### src/rtl/pipeline_controller_n_pkg.sv
// Shared constants and types for the N-stage pipeline controller.
package pipeline_controller_n_pkg;

  localparam int unsigned STG_PC  = 0;
  localparam int unsigned STG_IF  = 1;
  localparam int unsigned STG_ID  = 2;
  localparam int unsigned STG_EX  = 3;
  localparam int unsigned STG_MEM = 4;
  localparam int unsigned STG_WB  = 5;

  localparam int unsigned NUM_STAGES_DEF = 6;
  localparam int unsigned CNT_W_DEF      = 32;
  localparam int unsigned FS_W_DEF       = $clog2(NUM_STAGES_DEF);

  typedef logic [FS_W_DEF-1:0] fs_idx_t;

  localparam logic [CNT_W_DEF-1:0] CNT_MAX = '1;

endpackage

### src/rtl/pipeline_controller_n_sat_counter.sv
// Saturating event counter with synchronous clear taking priority over increment.
module sat_counter #(
  parameter int unsigned CNT_W = 32
) (
  input  logic             clk,
  input  logic             rst,
  input  logic             inc,
  input  logic             clr,
  output logic [CNT_W-1:0] count
);

  logic [CNT_W-1:0] count_q, count_d;

  always_comb begin
    count_d = count_q;
    if (clr) begin
      count_d = '0;
    end else if (inc && !(&count_q)) begin
      count_d = count_q + 1'b1;
    end
  end

  always_ff @(posedge clk or posedge rst) begin
    if (rst) begin
      count_q <= '0;
    end else begin
      count_q <= count_d;
    end
  end

  assign count = count_q;

endmodule

### src/rtl/pipeline_controller_n.sv
// Stall/flush controller for an N-stage in-order pipeline with deferred flush,
// per-register valid tracking and saturating performance counters.
module pipeline_controller_n
  import pipeline_controller_n_pkg::*;
#(
  parameter int unsigned STAGES = NUM_STAGES_DEF,
  parameter int unsigned CNT_W  = CNT_W_DEF,
  localparam int unsigned FS_W  = $clog2(STAGES)
) (
  input  logic              clk,
  input  logic              rst,
  input  logic [STAGES-1:0] stall_req,
  input  logic              bus_wait,
  input  logic              flush_req,
  input  logic [FS_W-1:0]   flush_stage,
  input  logic              perf_clr,
  output logic [STAGES-1:0] stall,
  output logic [STAGES-1:0] flush,
  output logic [STAGES-1:0] valid,
  output logic              flush_pending,
  output logic [CNT_W-1:0]  stall_cycles,
  output logic [CNT_W-1:0]  flush_count
);

  logic [STAGES-1:0] stall_raw, flush_raw;
  logic [STAGES-1:0] valid_q, valid_d;
  logic              pend_q, pend_d;
  logic [FS_W-1:0]   pend_stage_q, pend_stage_d;
  logic [FS_W-1:0]   fs;
  logic              req_ok, has_fs, older_stall, apply, acc;

  always_comb begin
    // Any stall at stage j propagates down to every younger stage.
    acc = bus_wait;
    for (int i = STAGES - 1; i >= 0; i--) begin
      acc          = acc | stall_req[i];
      stall_raw[i] = acc;
    end

    req_ok = flush_req && (flush_stage != '0) && (32'(flush_stage) < STAGES);
    has_fs = req_ok | pend_q;
    if (req_ok && pend_q) begin
      fs = (flush_stage > pend_stage_q) ? flush_stage : pend_stage_q;
    end else if (req_ok) begin
      fs = flush_stage;
    end else begin
      fs = pend_stage_q;
    end

    older_stall = 1'b0;
    for (int unsigned i = 0; i < STAGES; i++) begin
      if (i > 32'(fs)) older_stall = older_stall | stall_raw[i];
    end
    apply = has_fs && !older_stall && !bus_wait;

    for (int unsigned i = 0; i < STAGES; i++) begin
      flush_raw[i] = apply && (i >= 1) && (i <= 32'(fs));
    end

    pend_d       = pend_q;
    pend_stage_d = pend_stage_q;
    if (apply) begin
      pend_d = 1'b0;
    end else if (has_fs) begin
      pend_d       = 1'b1;
      pend_stage_d = fs;
    end

    // An applicable flush wins over a stall of the same register.
    valid_d    = valid_q;
    valid_d[0] = 1'b1;
    for (int unsigned i = 1; i < STAGES; i++) begin
      if (flush_raw[i]) begin
        valid_d[i] = 1'b0;
      end else if (stall_raw[i]) begin
        valid_d[i] = valid_q[i];
      end else if (stall_raw[i-1]) begin
        valid_d[i] = 1'b0;
      end else begin
        valid_d[i] = valid_q[i-1];
      end
    end
  end

  always_ff @(posedge clk or posedge rst) begin
    if (rst) begin
      valid_q      <= STAGES'(1);
      pend_q       <= 1'b0;
      pend_stage_q <= '0;
    end else begin
      valid_q      <= valid_d;
      pend_q       <= pend_d;
      pend_stage_q <= pend_stage_d;
    end
  end

  assign stall         = rst ? '0 : stall_raw;
  assign flush         = rst ? '0 : flush_raw;
  assign valid         = valid_q;
  assign flush_pending = pend_q;

  sat_counter #(
    .CNT_W (CNT_W)
  ) u_stall_cnt (
    .clk   (clk),
    .rst   (rst),
    .inc   (stall_raw[0]),
    .clr   (perf_clr),
    .count (stall_cycles)
  );

  sat_counter #(
    .CNT_W (CNT_W)
  ) u_flush_cnt (
    .clk   (clk),
    .rst   (rst),
    .inc   (apply),
    .clr   (perf_clr),
    .count (flush_count)
  );

endmodule

### config.mk
export PLATFORM = sky130hd
export DESIGN_NAME = pipeline_controller_n
export DESIGN_NICKNAME = d
export VERILOG_FILES = /design/src/rtl/pipeline_controller_n_pkg.sv /design/src/rtl/pipeline_controller_n_sat_counter.sv /design/src/rtl/pipeline_controller_n.sv
export SDC_FILE = /design/constraint.sdc
export NUM_CORES = 1
export LEC_CHECK = 0
export BUFFER_PORTS_ARGS = -buffer_cell sky130_fd_sc_hd__buf_2
export CORE_MARGIN = 2
export CORE_UTILIZATION = 30
export DETAILED_ROUTE_END_ITERATION = 12
export GPL_ROUTABILITY_DRIVEN = 0
export PLACE_DENSITY = 0.61
export SLEW_MARGIN = 30
export SYNTH_ARGS = -nofsm -noshare
export SYNTH_HDL_FRONTEND = slang
export SYNTH_SLANG_ARGS = --single-unit
export TNS_END_PERCENT = 5
### constraint.sdc
create_clock -name clk -period 5.3 [get_ports clk]
set_input_delay 1.59 -clock clk [delete_from_list [all_inputs] [get_ports clk]]
set_output_delay 1.59 -clock clk [all_outputs]
set_load 0.01 [all_outputs]
# Word-level counts from Yosys, hierarchy flattened
# Cells that the tools add are included.
totals:
  reg_bits: 73
classes:
  add_sub_neg: 2
  order_cmp: 12
  eq_ne: 5
  mux: 31
  bitwise: 12
  reduce_logical: 23
ops:
  columns: ["cell", "count"]
  rows:
  - ["$mux 32", 4]
  - ["$add 32x1->32 const B", 2]
  - ["$reduce_and 32->1", 2]
  - ["$mux 1", 22]
  - ["$logic_and 1x1->1", 12]
  - ["$mux 6", 2]
  - ["$or 1x1->1", 11]
  - ["$ne 2x1->1 const B", 5]
  - ["$mux 3", 3]
  - ["$gt 2x3->1 const A", 2]
  - ["$gt 3x3->1 const A", 2]
  - ["$le 2x3->1 const A", 2]
  - ["$le 3x3->1 const A", 2]
  - ["$reduce_bool 2->1", 3]
  - ["$logic_not 1->1", 4]
  - ["$gt 1x3->1 const A", 1]
  - ["$gt 3x3->1", 1]
  - ["$le 1x3->1 const A", 1]
  - ["$lt 3x3->1 const B", 1]
  - ["$reduce_bool 3->1", 1]
  - ["$reduce_and 2->1", 1]
  - ["$not 1->1", 1]

# Longest topological paths before layout
logic_depth:
  ltp_word: 21
  depth_mapped: 11

# By module
# From an unflattened synthesis, not the netlist that was laid out.
unflattened:
  hier_cells: 503
  hier_area_um2: 4593.2
modules_own_cells:
  columns: ["mod", "instances", "cells_each", "area_each_um2"]
  rows:
  - ["sat_counter (u_flush_cnt)", 1, 196, 1880.6]
  - ["sat_counter (u_stall_cnt)", 1, 203, 1840.5]
  - ["pipeline_controller_n", 1, 104, 872.1]

# Worst setup path before layout
# Ideal clock, no wire load.
synth_timing:
  path_kind: "input to output"
  start: "input port flush_stage[2]"
  end: "output port flush[1]"
  arrival_time_ns: 3.879
  required_time_ns: 3.710
  slack_ns: -0.169
  cell_stages: 10
  n_path_buf: 1
  path_cell_list: "ha_1 -> and2_1 -> a311o_1 -> and4b_1 -> o31ai_1 -> a21oi_2 -> nand2_1 -> buf_2 -> a21oi_1 -> and2_1"
synth_between:
  elab_chain_len: 20
synth_lines:
  columns: ["item", "line", "rtl"]
  rows:
  - ["start: declaration", "pipeline_controller_n.sv:15", "input logic [FS_W-1:0] flush_stage,"]
  - ["branches (longest 18 deep; another with $lt 3x3->1)", null, null]
  - ["$logic_and 1x1->1 (*)", "pipeline_controller_n.sv:57", "flush_raw[i] = apply && (i >= 1) && (i <= 32'(fs));"]
  - ["$mux 6 (*)", "pipeline_controller_n.sv:98", "assign flush = rst ? '0 : flush_raw;"]
  - ["end: declaration", "pipeline_controller_n.sv:18", "output logic [STAGES-1:0] flush,"]
# Mark *: on every way between the ends.

# Worst setup path after layout
layout_timing:
  start: "input port flush_stage[1]"
  end: "output port flush[4]"
# Same word-level chain as after synthesis.

==> impl_metrics.toml <==
[synthesis]
synth_seq_cells = 73
ys_dominant_reg_cell = "dfrtp_1"
ys_warn_count = 0
synth_edf_count = 0
synth_compound_area_share_pct = 12.82
synth.avg_cell_area_um2 = 8.918
synthSimpleGateAreaFrac_pct = 28.58
async_flop_share_pct = 100.0
synth_seq_area_share_pct = 44.34
netlist_area_um2 = 4120
synth_top_family_by_area = "simple AND/OR/NAND/NOR gates"
ys_types = 56
syn_inst = 462
synth_mux_area_share_pct = 0.2429
synth_top_area_share_pct = 44.34
yosys.area_share.adder_pct = 1.518
synth_nets = 481
yosys.area_share.xor_xnor_pct = 8.928
synth_area_leaders = "dfrtp_1, nor2_1, xor2_1"
yosys.area.top_type = "dfrtp_1"

[worst_setup_path]
crit_slowest_cell = "a311o_1"
critPathMaxFanout = 5
cp.required_ns = 3.71
startpoint_type = "primary input"
path_class = "in2out"
reg2reg_depth = 13
cp-end-kind = "output port"
slowest_delay_ns = 0.37
crit_arrival_ns = 3.65
crit_chain = "buf_2, ha_4, and2_4, a311o_1, and4b_2, o31ai_4, a21oi_2, nor3b_2, and2_1, buf_2"
crit_top_cell = "buf_2"

[sta]
worst_slack_ns = 0.05706
finalClockSkew_ns = 0.006996
finalCritPeriodShare_pct = 98.92
hold_slack_ns = 0.5360
setup_viol = 0
min_period_ns = 5.243
hold_viol_final = 0
max_freq_ghz = 0.1907
final_max_slew_viol_count = 0
maxSlewHeadroom_pct = 46.04
worst_pin_slew_ns = 0.8056

[detailed_routing]
wl_per_cell_um = 15.05
drcViolationCount = 0
via_per_inst = 5.036
vias = 3792
drt-initial-drc-count = 188
ant_nets = 0
drt-total-wl_um = 11330
dr.pass1.iters = 4

[floorplan]
row_count = 42
fp.dieW_um = 121.2
dieArea_um2 = 14690
core_um2 = 13350
ios = 97
start_util_pct = 30.87
die_h_um = 121.2

[place]
numPortBuffers = 94
dp_hpwl_um = 7949
dp_slack_ns = -0.08390

[cts]
clock_sinks = 73
cts_root_buf = "clkbuf_16"
clk_latency_ns = 0.33
postCtsHoldBufs = 0
clockBufferDepth = 2
clkTransAtPathRegs_ns = 0.05
cts_tree = "yes"
numCtsBuffers = 9
htree_levels = 3

[cells_and_area]
syn_to_final_growth_pct = 28.67
fin_nets = 591
diodes = 0
drive_gt1_share_pct = 27.56
fillerInstances = 1355

[pwr]
powerDensity_nw_per_um2 = 327.3
p_leak_uw = 0.002457
irDropWorstVdd_mv = 0.1673

[grt]
grt_pass1_vias = 3683
antenna_found_initial = 0
grtUsageTotal_pct = 15.66
grt_first_pass_wirelength_um = 18440
grt_max_degree = 40
grt_overflow = 0

[run_status]
outcome = "finished clean"

[flow_run]
drv_cap = 0

[hold_path]
hp-class = "reg2reg"
whs_path_depth = 2
[final cells by class]
cell class | instances | area (µm²) | area share [%]
clock buffers | 14 | 274.0 | 5.169
clock inverters | 2 | 35.03 | 0.6608
inverters | 18 | 67.56 | 1.274
multi-input cells | 356 | 2248 | 42.41
flip-flops and latches | 73 | 1827 | 34.46
well taps | 176 | 220.2 | 4.154
repair buffers | 114 | 629.4 | 11.87
[repair_timing]
action / 4_1_cts / 5_1_grt
pin swaps: 1 / 14
resized for setup: 6 / 14
endpoints found under the setup margin: 4 / 4
setup buffers: 0 / 5
[registers in the layout, summed over array words and instances (netlist names)]
| signal | flops |
|---|---|
| u_flush_cnt.count | 32 |
| u_stall_cnt.count | 32 |
| valid | 5 |
| pend_stage_q | 3 |
| flush_pending | 1 |
[synthesized netlist by cell type, types with 2 or more instances]
cell type	count
nor2_1	72
inv_1	18
dfrtp_1	73
or4_1	9
a21oi_1	29
o211ai_1	2
nand3_1	32
and4_1	6
xor2_1	28
xnor2_1	14
or3_1	6
or4b_2	2
o21ai_0	11
a21oi_2	2
o211a_1	2
nand2_1	32
o31ai_1	11
and3_1	10
a31oi_1	3
ha_1	5
a211o_1	2
nor3b_1	5
clkbuf_1	11
nor3_1	12
buf_4	2
or2_2	4
nand3b_1	3
conb_1	2
and2_1	10
a31o_2	3
nand4_1	16
[worst paths after layout]
path,from,end,slack [ns]
setup / recovery,flush_stage[1],flush[4],0.06
max in group asynchronous,rst,u_flush_cnt.count[8],3.43
hold reg to reg,pend_stage_q[1],pend_stage_q[1],0.54
min in group asynchronous,rst,valid[1],1.48
hold / removal,pend_stage_q[1],pend_stage_q[1],0.54
setup reg to reg,pend_stage_q[2],u_flush_cnt.count[27],2.03
[placed cells by master, fill, tap and decap left out, types with 14 or more instances in the layout]
cell type | Yosys | final
xnor2_1 | 14 | 14
nand2_1 | 32 | 31
inv_1 | 18 | 17
a21oi_1 | 29 | 26
buf_2 | 1 | 92
xor2_1 | 28 | 28
nor2_1 | 72 | 71
buf_4 | 2 | 21
nand4_1 | 16 | 16
dfrtp_1 | 73 | 73
nand3_1 | 32 | 32
[per-stage QoR]
step	utilization, %	power [µW]	cells	TNS (ns)	instance area, µm²
after detailed placement	36.38	1020	732	-0.2140	4856
after global placement	36.38	1006	732	-0.01680	4856
after global routing	39.72	1816	753	-0.001877	5301
after floorplan	-	862.5	462	-0.02551	4125
final	39.72	1735	753	0	5301
after CTS	38.94	1681	748	0	5197
[per-layer routing]
metal | GRT usage, % | wire, µm
met5 | 0 | 0
met4 | 5.603 | 143
met3 | 3.759 | 624
met2 | 23.88 | 5285
met1 | 21.64 | 5276
[critical path, delay by kind of cell]
family | cells | cell delay (ns)
buf+inv | 2 | 0.28
fa+ha+maj | 1 | 0.18
compound gates | 3 | 0.85
simple gates | 4 | 0.75
[power by group]
part           switching, µW  internal (µW)  leakage [µW]
clock                    223            402      0.000153
sequential              21.5            581       0.00101
combinational            304            204       0.00130
[kinds of logic (layout without fill, tap and decap cells)]
| group | count (synthesis) | in the layout |
|---|---|---|
| AO/OA/AOI/OAI | 78 | 78 |
| other | 2 | 2 |
| flip-flops | 73 | 73 |
| XOR/XNOR | 42 | 42 |
| buffers and inverters | 33 | 148 |
| adder cells (fa/ha/maj) | 5 | 5 |
| AND/OR/NAND/NOR | 228 | 228 |
| multiplexers | 1 | 1 |
No activity file was read; power rests on OpenSTA's default activity.
